**src/rtl/ddr2_read_scheduler_if.sv**
```systemverilog
// Requester, memory-command and read-return signal bundle for ddr2_read_scheduler.
// master: the scheduler itself; slave: requesters plus memory interface.
interface ddr2_read_scheduler_if #(
    parameter int NUM_REQ = 4
);
    logic [NUM_REQ-1:0]    req_valid;
    logic [27*NUM_REQ-1:0] req_adx;
    logic [NUM_REQ-1:0]    req_ready;
    logic                  mem_cmd_valid;
    logic [26:0]           mem_cmd_adx;
    logic                  mem_cmd_ready;
    logic                  has_return_data;
    logic                  get_return_data;
    logic [127:0]          return_data;
    logic [26:0]           return_adx;
    logic [NUM_REQ-1:0]    rsp_valid;
    logic [127:0]          rsp_data;
    logic [26:0]           rsp_adx;
    logic [NUM_REQ-1:0]    rsp_ready;
    logic                  adx_err;

    modport master (
        input  req_valid,
        input  req_adx,
        output req_ready,
        output mem_cmd_valid,
        output mem_cmd_adx,
        input  mem_cmd_ready,
        input  has_return_data,
        output get_return_data,
        input  return_data,
        input  return_adx,
        output rsp_valid,
        output rsp_data,
        output rsp_adx,
        input  rsp_ready,
        output adx_err
    );

    modport slave (
        output req_valid,
        output req_adx,
        input  req_ready,
        input  mem_cmd_valid,
        input  mem_cmd_adx,
        output mem_cmd_ready,
        output has_return_data,
        input  get_return_data,
        output return_data,
        output return_adx,
        input  rsp_valid,
        input  rsp_data,
        input  rsp_adx,
        output rsp_ready,
        input  adx_err
    );
endinterface

```
**src/rtl/ddr2_read_scheduler.sv**
```systemverilog
// Round-robin DDR2 read scheduler with in-order tag FIFO for return routing.
// Optional DDR2_READ_SCHED_ADX_CHECK_EN: store addresses and flag return mismatches.
module ddr2_read_scheduler #(
    parameter int NUM_REQ   = 4,
    parameter int TAG_DEPTH = 8
) (
    input logic clk,
    input logic reset,
    ddr2_read_scheduler_if.master bus
);
    localparam int IW = (NUM_REQ > 1) ? $clog2(NUM_REQ) : 1;
    localparam int PW = $clog2(TAG_DEPTH);
    localparam int CW = PW + 1;

    typedef enum logic {
        C_IDLE,
        C_ISSUE
    } cmd_state_t;

    typedef enum logic [1:0] {
        R_IDLE,
        R_FETCH,
        R_HOLD
    } ret_state_t;

    cmd_state_t c_state, c_next;
    ret_state_t r_state, r_next;

    logic [IW-1:0] prio;
    logic [IW-1:0] grant;
    logic [IW-1:0] pick;
    logic          pick_found;
    logic [26:0]   cmd_adx;
    logic          grant_load;
    logic          push;
    logic          pop;
    logic          capture;

    logic [PW-1:0] wr_ptr;
    logic [PW-1:0] rd_ptr;
    logic [CW-1:0] count;
    logic          full;
    logic          empty;
    logic [IW-1:0] tag_mem [TAG_DEPTH];

    logic [IW-1:0] rsp_tag;
    logic [127:0]  rsp_data_q;
    logic [26:0]   rsp_adx_q;

    assign full  = (count == CW'(TAG_DEPTH));
    assign empty = (count == '0);

    // Search from the priority pointer, wrapping at NUM_REQ.
    always_comb begin
        logic [IW-1:0] j;
        pick       = '0;
        pick_found = 1'b0;
        j          = '0;
        for (int i = 0; i < NUM_REQ; i++) begin
            j = IW'((int'(prio) + i) % NUM_REQ);
            if (!pick_found && bus.req_valid[j]) begin
                pick_found = 1'b1;
                pick       = j;
            end
        end
    end

    always_ff @(posedge clk or posedge reset) begin
        if (reset) begin
            c_state <= C_IDLE;
            r_state <= R_IDLE;
        end else begin
            c_state <= c_next;
            r_state <= r_next;
        end
    end

    always_comb begin
        c_next            = c_state;
        grant_load        = 1'b0;
        push              = 1'b0;
        bus.mem_cmd_valid = 1'b0;
        bus.req_ready     = '0;
        unique case (c_state)
            C_IDLE: begin
                if (pick_found && !full) begin
                    grant_load = 1'b1;
                    c_next     = C_ISSUE;
                end
            end
            C_ISSUE: begin
                bus.mem_cmd_valid = 1'b1;
                if (bus.mem_cmd_ready) begin
                    push                 = 1'b1;
                    bus.req_ready[grant] = 1'b1;
                    c_next               = C_IDLE;
                end
            end
            default: c_next = C_IDLE;
        endcase
    end

`ifdef DDR2_READ_SCHED_ADX_CHECK_EN
    logic [26:0] adx_mem [TAG_DEPTH];
    logic        err_set;
    logic        err_q;
`endif

    always_comb begin
        r_next              = r_state;
        bus.get_return_data = 1'b0;
        bus.rsp_valid       = '0;
        capture             = 1'b0;
        pop                 = 1'b0;
`ifdef DDR2_READ_SCHED_ADX_CHECK_EN
        err_set             = 1'b0;
`endif
        unique case (r_state)
            R_IDLE: begin
                if (bus.has_return_data) begin
                    bus.get_return_data = 1'b1;
                    r_next              = R_FETCH;
                end
            end
            R_FETCH: begin
                // A return with nothing outstanding has no owner: drop it.
                if (empty) begin
`ifdef DDR2_READ_SCHED_ADX_CHECK_EN
                    err_set = 1'b1;
`endif
                    r_next  = R_IDLE;
                end else begin
                    capture = 1'b1;
                    pop     = 1'b1;
`ifdef DDR2_READ_SCHED_ADX_CHECK_EN
                    err_set = (bus.return_adx != adx_mem[rd_ptr]);
`endif
                    r_next  = R_HOLD;
                end
            end
            R_HOLD: begin
                bus.rsp_valid[rsp_tag] = 1'b1;
                if (bus.rsp_ready[rsp_tag]) begin
                    r_next = R_IDLE;
                end
            end
            default: r_next = R_IDLE;
        endcase
    end

    always_ff @(posedge clk or posedge reset) begin
        if (reset) begin
            prio       <= '0;
            grant      <= '0;
            cmd_adx    <= '0;
            wr_ptr     <= '0;
            rd_ptr     <= '0;
            count      <= '0;
            rsp_tag    <= '0;
            rsp_data_q <= '0;
            rsp_adx_q  <= '0;
        end else begin
            if (grant_load) begin
                grant   <= pick;
                cmd_adx <= bus.req_adx[27*pick +: 27];
            end
            if (push) begin
                wr_ptr <= wr_ptr + PW'(1);
                prio   <= (grant == IW'(NUM_REQ - 1)) ? '0 : grant + IW'(1);
            end
            if (pop) begin
                rd_ptr <= rd_ptr + PW'(1);
            end
            unique case ({push, pop})
                2'b10:   count <= count + CW'(1);
                2'b01:   count <= count - CW'(1);
                default: count <= count;
            endcase
            if (capture) begin
                rsp_tag    <= tag_mem[rd_ptr];
                rsp_data_q <= bus.return_data;
                rsp_adx_q  <= bus.return_adx;
            end
        end
    end

    always_ff @(posedge clk) begin
        if (push) begin
            tag_mem[wr_ptr] <= grant;
`ifdef DDR2_READ_SCHED_ADX_CHECK_EN
            adx_mem[wr_ptr] <= cmd_adx;
`endif
        end
    end

`ifdef DDR2_READ_SCHED_ADX_CHECK_EN
    always_ff @(posedge clk or posedge reset) begin
        if (reset) begin
            err_q <= 1'b0;
        end else if (err_set) begin
            err_q <= 1'b1;
        end
    end

    assign bus.adx_err = err_q;
`else
    assign bus.adx_err = 1'b0;
`endif

    assign bus.mem_cmd_adx = cmd_adx;
    assign bus.rsp_data    = rsp_data_q;
    assign bus.rsp_adx     = rsp_adx_q;

endmodule

```
**src/flat_wrapper.sv**
```systemverilog
// flat-port wrapper written by rule: the top's interface ports become plain ports
module ddr2_read_scheduler_flat 
#(
    parameter int NUM_REQ   = 4,
    parameter int TAG_DEPTH = 8
)
  (clk, reset, bus_req_valid, bus_req_adx, bus_req_ready, bus_mem_cmd_valid, bus_mem_cmd_adx, bus_mem_cmd_ready, bus_has_return_data, bus_get_return_data, bus_return_data, bus_return_adx, bus_rsp_valid, bus_rsp_data, bus_rsp_adx, bus_rsp_ready, bus_adx_err);
  ddr2_read_scheduler_if #(.NUM_REQ(NUM_REQ)) bus_i ();
  input logic clk;
  input logic reset;
  input wire logic [$bits(bus_i.req_valid)-1:0] bus_req_valid;
  input wire logic [$bits(bus_i.req_adx)-1:0] bus_req_adx;
  output wire logic [$bits(bus_i.req_ready)-1:0] bus_req_ready;
  output wire logic [$bits(bus_i.mem_cmd_valid)-1:0] bus_mem_cmd_valid;
  output wire logic [$bits(bus_i.mem_cmd_adx)-1:0] bus_mem_cmd_adx;
  input wire logic [$bits(bus_i.mem_cmd_ready)-1:0] bus_mem_cmd_ready;
  input wire logic [$bits(bus_i.has_return_data)-1:0] bus_has_return_data;
  output wire logic [$bits(bus_i.get_return_data)-1:0] bus_get_return_data;
  input wire logic [$bits(bus_i.return_data)-1:0] bus_return_data;
  input wire logic [$bits(bus_i.return_adx)-1:0] bus_return_adx;
  output wire logic [$bits(bus_i.rsp_valid)-1:0] bus_rsp_valid;
  output wire logic [$bits(bus_i.rsp_data)-1:0] bus_rsp_data;
  output wire logic [$bits(bus_i.rsp_adx)-1:0] bus_rsp_adx;
  input wire logic [$bits(bus_i.rsp_ready)-1:0] bus_rsp_ready;
  output wire logic [$bits(bus_i.adx_err)-1:0] bus_adx_err;
  assign bus_i.req_valid = bus_req_valid;
  assign bus_i.req_adx = bus_req_adx;
  assign bus_req_ready = bus_i.req_ready;
  assign bus_mem_cmd_valid = bus_i.mem_cmd_valid;
  assign bus_mem_cmd_adx = bus_i.mem_cmd_adx;
  assign bus_i.mem_cmd_ready = bus_mem_cmd_ready;
  assign bus_i.has_return_data = bus_has_return_data;
  assign bus_get_return_data = bus_i.get_return_data;
  assign bus_i.return_data = bus_return_data;
  assign bus_i.return_adx = bus_return_adx;
  assign bus_rsp_valid = bus_i.rsp_valid;
  assign bus_rsp_data = bus_i.rsp_data;
  assign bus_rsp_adx = bus_i.rsp_adx;
  assign bus_i.rsp_ready = bus_rsp_ready;
  assign bus_adx_err = bus_i.adx_err;
  ddr2_read_scheduler #(.NUM_REQ(NUM_REQ), .TAG_DEPTH(TAG_DEPTH)) u_core (.clk(clk), .reset(reset), .bus(bus_i));
endmodule
```
**config.mk**
```make
export PLATFORM = sky130hd
export DESIGN_NAME = ddr2_read_scheduler_flat
export DESIGN_NICKNAME = d
export VERILOG_FILES = /design/src/rtl/ddr2_read_scheduler_if.sv /design/src/rtl/ddr2_read_scheduler.sv /design/src/flat_wrapper.sv
export SDC_FILE = /design/constraint.sdc
export NUM_CORES = 1
export LEC_CHECK = 0
export ABC_CLOCK_PERIOD_IN_PS = 5900
export BUFFER_PORTS_ARGS = -buffer_cell sky130_fd_sc_hd__buf_2
export CORE_AREA = 2 2 184 186
export DETAILED_ROUTE_END_ITERATION = 16
export DIE_AREA = 0 0 186 188
export PLACE_DENSITY_LB_ADDON = 0.12
export RECOVER_POWER = 100
export SYNTH_ARGS = -nofsm -noshare
export SYNTH_HDL_FRONTEND = slang
export SYNTH_SLANG_ARGS = --single-unit
```
**constraint.sdc**
```tcl
create_clock -name clk -period 5.9 [get_ports clk]
set_clock_uncertainty 0.1 [all_clocks]
set_input_delay 0.59 -clock clk [delete_from_list [all_inputs] [get_ports clk]]
set_output_delay 0.59 -clock clk [all_outputs]
set_load 0.005 [all_outputs]
```
==> results of run 1 <==
==> logic make-up after synthesis <==
logic type,share of synthesized area
and+or+nand+nor,0.244
adders and majority gates,0.0118
muxes,0.0174
other,0.000393
DFF,0.577
buffers and inverters,0.0486
xor gates and xnor gates,0.00733
AOI/OAI and AO/OA,0.0935
==> worst min-delay path: stages <==
cell and delay (ns):
buf_2 0.07, nand2_1 0.04, nand2_1 0.04
==> routing by layer <==
layer / global-route usage / vias to the layer above / wire [um]
li1: - / 4269 / -
met1: 0.205 / 3971 / 13000
met2: 0.310 / 364 / 15800
met3: 0.0590 / 42 / 3120
met4: 0.0472 / 6 / 637
met5: 0 / - / 36
==> layout by cell type (no fill, tap or decap), types with 2 or more instances in the layout <==
cell type  instances
mux2_2             3
buf_4              5
nor3_1             4
clkbuf_1         165
xnor2_1            4
nand3b_1           2
a22oi_1           28
clkbuf_16         27
inv_1              6
diode_2            7
o211ai_1          27
ha_1               9
mux4_2             5
nand2b_1           5
mux2i_1            2
a31oi_1           27
nor3b_1            4
nor2b_1            3
clkbuf_8           7
nand2_1          479
xor2_1             4
and3_1            32
o21ai_0            9
nor2_1            37
dfrtp_1          201
clkbuf_2           4
edfxtp_1          16
bufinv_16          3
nand3_1            2
buf_2            308
o31ai_1            2
a21oi_1           32
==> synthesized netlist by cell type, types with 13 or more instances <==
| cell type | number | area, sq um |
|---|---|---|
| nor2_1 | 37 | 139 |
| buf_6 | 14 | 158 |
| dfrtp_1 | 201 | 5030 |
| buf_2 | 17 | 85.1 |
| edfxtp_1 | 16 | 480 |
| a31oi_1 | 27 | 169 |
| buf_4 | 13 | 97.6 |
| o211ai_1 | 27 | 203 |
| and3_1 | 32 | 200 |
| nand2_1 | 479 | 1800 |
| clkbuf_1 | 25 | 93.8 |
| a22oi_1 | 28 | 210 |
| a21oi_1 | 32 | 160 |
==> power breakdown <==
part | total (mW) | internal [mW] | switching, mW | leakage (nW)
clock | 1.66 | 1.05 | 0.611 | 0.440
combinational | 2.51 | 0.967 | 1.54 | 3.51
sequential | 2.67 | 2.22 | 0.445 | 2.59
==> flip-flops by register name, indices dropped and copies added (netlist names), 2 cells and up <==
register                flops
u_core.tag_mem             16
u_core.prio                 2
u_core.bus.mem_cmd_adx     27
u_core.wr_ptr               3
u_core.rsp_tag              2
u_core.grant                2
u_core.rd_ptr               3
u_core.bus.rsp_adx         27
u_core.bus.rsp_data       128
u_core.r_state              2
u_core.count                4
==> through the flow <==
stage	cell area [sq um]	hold WS (ns)	std cells	utilization	total power [mW]
2_1_floorplan	9560	0.347	1033	-	4.17
3_3_place_gp	12100	0.353	1887	0.366	5.33
3_5_place_dp	12100	0.356	1887	0.366	5.35
4_1_cts	13000	0.116	1934	0.393	7.06
5_1_grt	12800	0.131	1939	0.387	7.42
6_report	12800	0.149	1941	0.387	6.84
==> final cells by class <==
| type | count | area [sq um] | area share |
|---|---|---|---|
| clock buffers | 43 | 806 | 0.0629 |
| repair buffers | 475 | 2210 | 0.172 |
| inverters | 8 | 36.3 | 0.00283 |
| well taps | 448 | 561 | 0.0437 |
| diodes | 7 | 17.5 | 0.00137 |
| clock inverters | 4 | 95.1 | 0.00742 |
| flip-flops and latches | 217 | 5510 | 0.430 |
| multi-input cells | 739 | 3580 | 0.280 |
==> worst max-delay path by stage <==
stage	from	to	slack, ns	cells after the start
6_report	u_core.count[1]	u_core.bus.rsp_data[72]	1.77	7
3_5_place_dp	u_core.count[1]	u_core.count[2]	2.11	11
2_1_floorplan	reset	u_core.bus.mem_cmd_adx[0]	2.61	1
5_1_grt	u_core.count[0]	u_core.bus.rsp_data[117]	1.36	7
4_1_cts	u_core.count[1]	u_core.count[2]	2.09	11
3_3_place_gp	u_core.count[0]	u_core.count[2]	2.09	11
==> flow_summary.ini, run 1 <==
[status]
status = finished with violations
violations = capacitance limit, slew limit

[setup_path]
cp_slowest_cell = clkbuf_2
worstPathRequired_ns = 6.20
r2r_cells = 7
cp_common_cell = nand2_1
slowest_delay_ns = 1.11
reg2reg_to = u_core.bus.rsp_data[72]
path_buf_inv = 3
crit_type = reg -> reg
cp.arrival_ns = 4.43
r2r-start = u_core.count[1]
critPathMaxFanout = 95
regToRegSetupSlack_ns = 1.77
startpoint_type = flop
end_kind = flop
path_cells = or4_1, nand3b_1, buf_4, inv_4, clkbuf_2, nand2_1, nand2_1
crit_family = buffers and inverters

[yosys]
ys.flop_type = dfrtp_1
synth_edf_count = 16
syn-instance-count = 1033
syn-num-nets = 1317
ys_seq_elements = 217
synth_cell_types = 48
seq_area_frac_synth = 0.577
async_reset_ff_frac = 0.926
syn_area_sq_um = 9550
synth.avg_cell_area_sq_um = 9.25
yosysWarnings = 0

[flow_run]
cap_violations = 3

[cells_and_area]
synthToLayoutAreaGrowth_pct = 34.2
fin_nets = 1751
drive_gt1_frac = 0.250
n_fill_cell = 3518

[cts]
cts_tree = built
h-tree-depth = 1
post_cts_buffers = 0
ctsResizeCount = 0
ctsRootBufferMaster = clkbuf_16
cts_sinks = 217
path_clk_slew_ns = 0.06
cts_buffer_depth = 3
cts_buffers = 26
cts-hold-fix-buffers = 0
clkLatencyLatePin_ns = 0.51

[global_routing]
track_usage = 0.177
grt_max_degree = 148
grt-ovfl-total = 0
grt_pass1_wl_mm = 48.5
grt_pass1_vias = 8541
antenna_found_initial = 9

[drt]
drc_errors = 0
drt_iter0_markers = 471
ant_nets = 0
vias = 8652
wl_per_cell_um = 16.8
routed_wl_mm = 32.6
drt_pass1_iterations = 4
vias_per_cell = 4.46

[sta]
setup_ws_ns = 1.77
tns_ns = 0
layout_min_cycle_time_ns = 4.13
tightest_slew_ns = 3.15
rsz0062_at_grt = false
finalHoldViolCount = 0
setup_viol = 0
post-route-period-util = 0.700
max_slew_margin = -1.10
timing.fmax_ghz = 0.242
drv_slew = 238

[placement]
io_buffers = 466
dp_hpwl_mm = 23.3
place_congestion = 0.807
dp_slack_ns = 2.11

[floorplan]
die_y_um = 188
start_util = 0.288
fp.dieW_um = 186
rows = 67
die_area_sq_um = 35000
pin_count = 468
core_area_sq_um = 33100

[power_and_ir_drop]
power.leakage_nw = 6.54
ir_worst_vdd_uv = 218
power_density_nw_per_um2 = 534

[min_path]
hold_path.startpoint = bus_return_adx[26]
hold_end = u_core.bus.rsp_adx[26]
worstHoldPathType = in -> reg
hold_depth = 3
No activity file was read; power rests on OpenSTA's default activity.
==> run 2, diff against run 1 <==
Settings changed: ABC_AREA from default to 1, ABC_CLOCK_PERIOD_IN_PS 5900 to 4100.
Clock period 5.9 ns to 4.1 ns, I/O delays scaled along.
==> run 2 against run 1 <==
Against the previous run: worst setup slack worse by 0.89 ns; sequential share of layout area is 5.7 points lower; the run still ends with capacitance limit, slew limit left; final cell count is 19% higher; fmax is 28% higher; clock power is 43% higher.
==> flow_summary.ini, run 2 <==
[drt]
routed_wl_mm = 34.1
drc_errors = 0
wl_per_cell_um = 14.8
drt_pass1_iterations = 5
ant_nets = 0
vias = 9930
vias_per_cell = 4.30
drt_iter0_markers = 374

[sta]
max_slew_margin = -0.702
worst_hold_slack_ns = 0.0164
rsz0062_at_grt = false
setup_ws_ns = 0.877
post-route-period-util = 0.786
timing.fmax_ghz = 0.310
finalHoldViolCount = 0
layout_min_cycle_time_ns = 3.22
tightest_slew_ns = 2.55
tns_ns = 0
setup_viol = 0
drv_slew = 501

[setup_path]
worstPathRequired_ns = 4.42
crit_type = reg -> reg
end_kind = flop
r2r-start = u_core.prio[0]
critPathMaxFanout = 60
regToRegSetupSlack_ns = 0.88
crit_path_end = u_core.bus.mem_cmd_adx[2]
reg2reg_to = u_core.bus.mem_cmd_adx[2]
startpoint_type = flop
cp.arrival_ns = 3.54
r2r_cells = 14
crit_start = u_core.prio[0]

[status]
violations = capacitance limit, slew limit
status = finished with violations

[cts]
ctsRootBufferMaster = clkbuf_16
ctsResizeCount = 0
post_cts_buffers = 0
cts_buffer_depth = 3
cts_tree = built
cts-hold-fix-buffers = 153
clkLatencyLatePin_ns = 0.53
cts_sinks = 217
h-tree-depth = 1
path_clk_slew_ns = 0.06
cts_buffers = 26

[cells_and_area]
n_fill_cell = 3480
multi_input_area_sq_um = 3680
utilization = 0.447
largest_reg_flops = 128
mostFrequentLayoutCells = nand2_1, buf_2, dfrtp_1, clkbuf_1, dlygate4sd3_1
n_antenna_cell = 0
drive_gt1_frac = 0.206
finish.instance_area_sq_um = 14800
seqCellArea_sq_um = 5510
fin_nets = 2129
final_common_cell = nand2_1
finalNonFillerCells = 2310
synthToLayoutAreaGrowth_pct = 49.3

[yosys]
async_reset_ff_frac = 0.926
syn-num-nets = 1531
synth_top_area_share = 0.508
ys.flop_type = dfrtp_1
synth_cell_types = 33
syn_area_sq_um = 9910
synthTopCellsByArea = dfrtp_1, nand2_1, edfxtp_1
yosysWarnings = 0
synth.avg_cell_area_sq_um = 7.94
synth_edf_count = 16
ys_seq_elements = 217
synth_top_area_cell = dfrtp_1
synth_most_common_cell = nand2_1
seq_area_frac_synth = 0.556
synthTopCellsByCount = nand2_1, dfrtp_1, inv_1
syn-instance-count = 1247

[placement]
place_congestion = 0.840
place_inst = 2112
dp_hpwl_mm = 24.0
io_buffers = 466
dp_slack_ns = 1.23
postPlaceCellArea_sq_um = 12600

[floorplan]
core_area_sq_um = 33100
die_area_sq_um = 35000
die_y_um = 188
start_util = 0.299
rows = 67
fp.dieW_um = 186
pin_count = 468

[power_and_ir_drop]
p_total_mw = 11.2
ir_worst_vdd_uv = 460
power_density_nw_per_um2 = 759
power.leakage_nw = 7.91

[global_routing]
grt_max_degree = 164
antenna_found_initial = 2
track_usage = 0.187
grt_pass1_wl_mm = 52.2
grt-ovfl-total = 0
grt_pass1_vias = 9792

[flow_run]
cap_violations = 5

[min_path]
worstHoldPathType = in -> reg
[run 2: changes by cell type after synthesis, moves of 27 or more]
| cell | change |
|---|---|
| a21oi_1 | -28 |
| a22oi_1 | -28 |
| and3_1 | -32 |
| inv_1 | +97 |
| nand2_1 | +180 |
| nand3_1 | +54 |
| o211ai_1 | -27 |
| o21ai_0 | +34 |
[run 2: worst min path at each step]
stage	from	end	slack, ns	cells after the start
global route	bus_return_data[121]	u_core.bus.rsp_data[121]	0.02	3
CTS	bus_return_adx[10]	u_core.bus.rsp_adx[10]	0.0007	3
finish	bus_return_adx[10]	u_core.bus.rsp_adx[10]	0.02	3
detailed placement	u_core.r_state[1]	u_core.r_state[0]	0.35	1
global placement	u_core.r_state[1]	u_core.r_state[0]	0.35	1
floorplan	u_core.r_state[1]	u_core.r_state[0]	0.33	1
[run 2: kinds of logic after synthesis]
kind of cell / after synthesis / share of synthesized area
and+or+nand+nor: 781 / 0.318
DFF: 217 / 0.556
buffers and inverters: 169 / 0.0719
AOI/OAI and AO/OA: 63 / 0.0356
adders and majority gates: 9 / 0.0114
xor gates and xnor gates: 7 / 0.00619
other: 1 / 0.000379
[run 2: power by group]
| group | total, mW | internal [mW] | switching [mW] | leakage (nW) |
|---|---|---|---|---|
| combinational | 5.03 | 1.83 | 3.20 | 4.87 |
| clock | 2.38 | 1.45 | 0.926 | 0.426 |
| sequential | 3.81 | 3.20 | 0.610 | 2.61 |
[run 2: routing by layer]
| metal | vias up | global-route usage | part of all wire |
|---|---|---|---|
| met5 | - | 0 | 0.00047 |
| met4 | 2 | 0.0766 | 0.036 |
| met3 | 76 | 0.0441 | 0.080 |
| met2 | 403 | 0.314 | 0.46 |
| met1 | 4433 | 0.230 | 0.42 |
| li1 | 5016 | - | - |
[run 2: area by class of cell]
| type | instances | share of cell area |
|---|---|---|
| repair buffers | 629 | 0.253 |
| well taps | 448 | 0.0379 |
| inverters | 110 | 0.0283 |
| clock buffers | 33 | 0.0471 |
| flip-flops and latches | 217 | 0.373 |
| clock inverters | 12 | 0.0124 |
| multi-input cells | 861 | 0.249 |
[run 2: critical path, stage by stage (launching register included)]
cell	delay, ns
dfrtp_1	0.51
clkinvlp_2	0.39
nand2_1	0.17
nand2_2	0.09
nand2_1	0.08
inv_1	0.07
nor2_1	0.18
nand3_4	0.28
nand3_4	0.57
buf_4	0.33
nand2_1	0.07
nand3_1	0.09
nand2_1	0.06
nand2_1	0.06
nand2_1	0.05
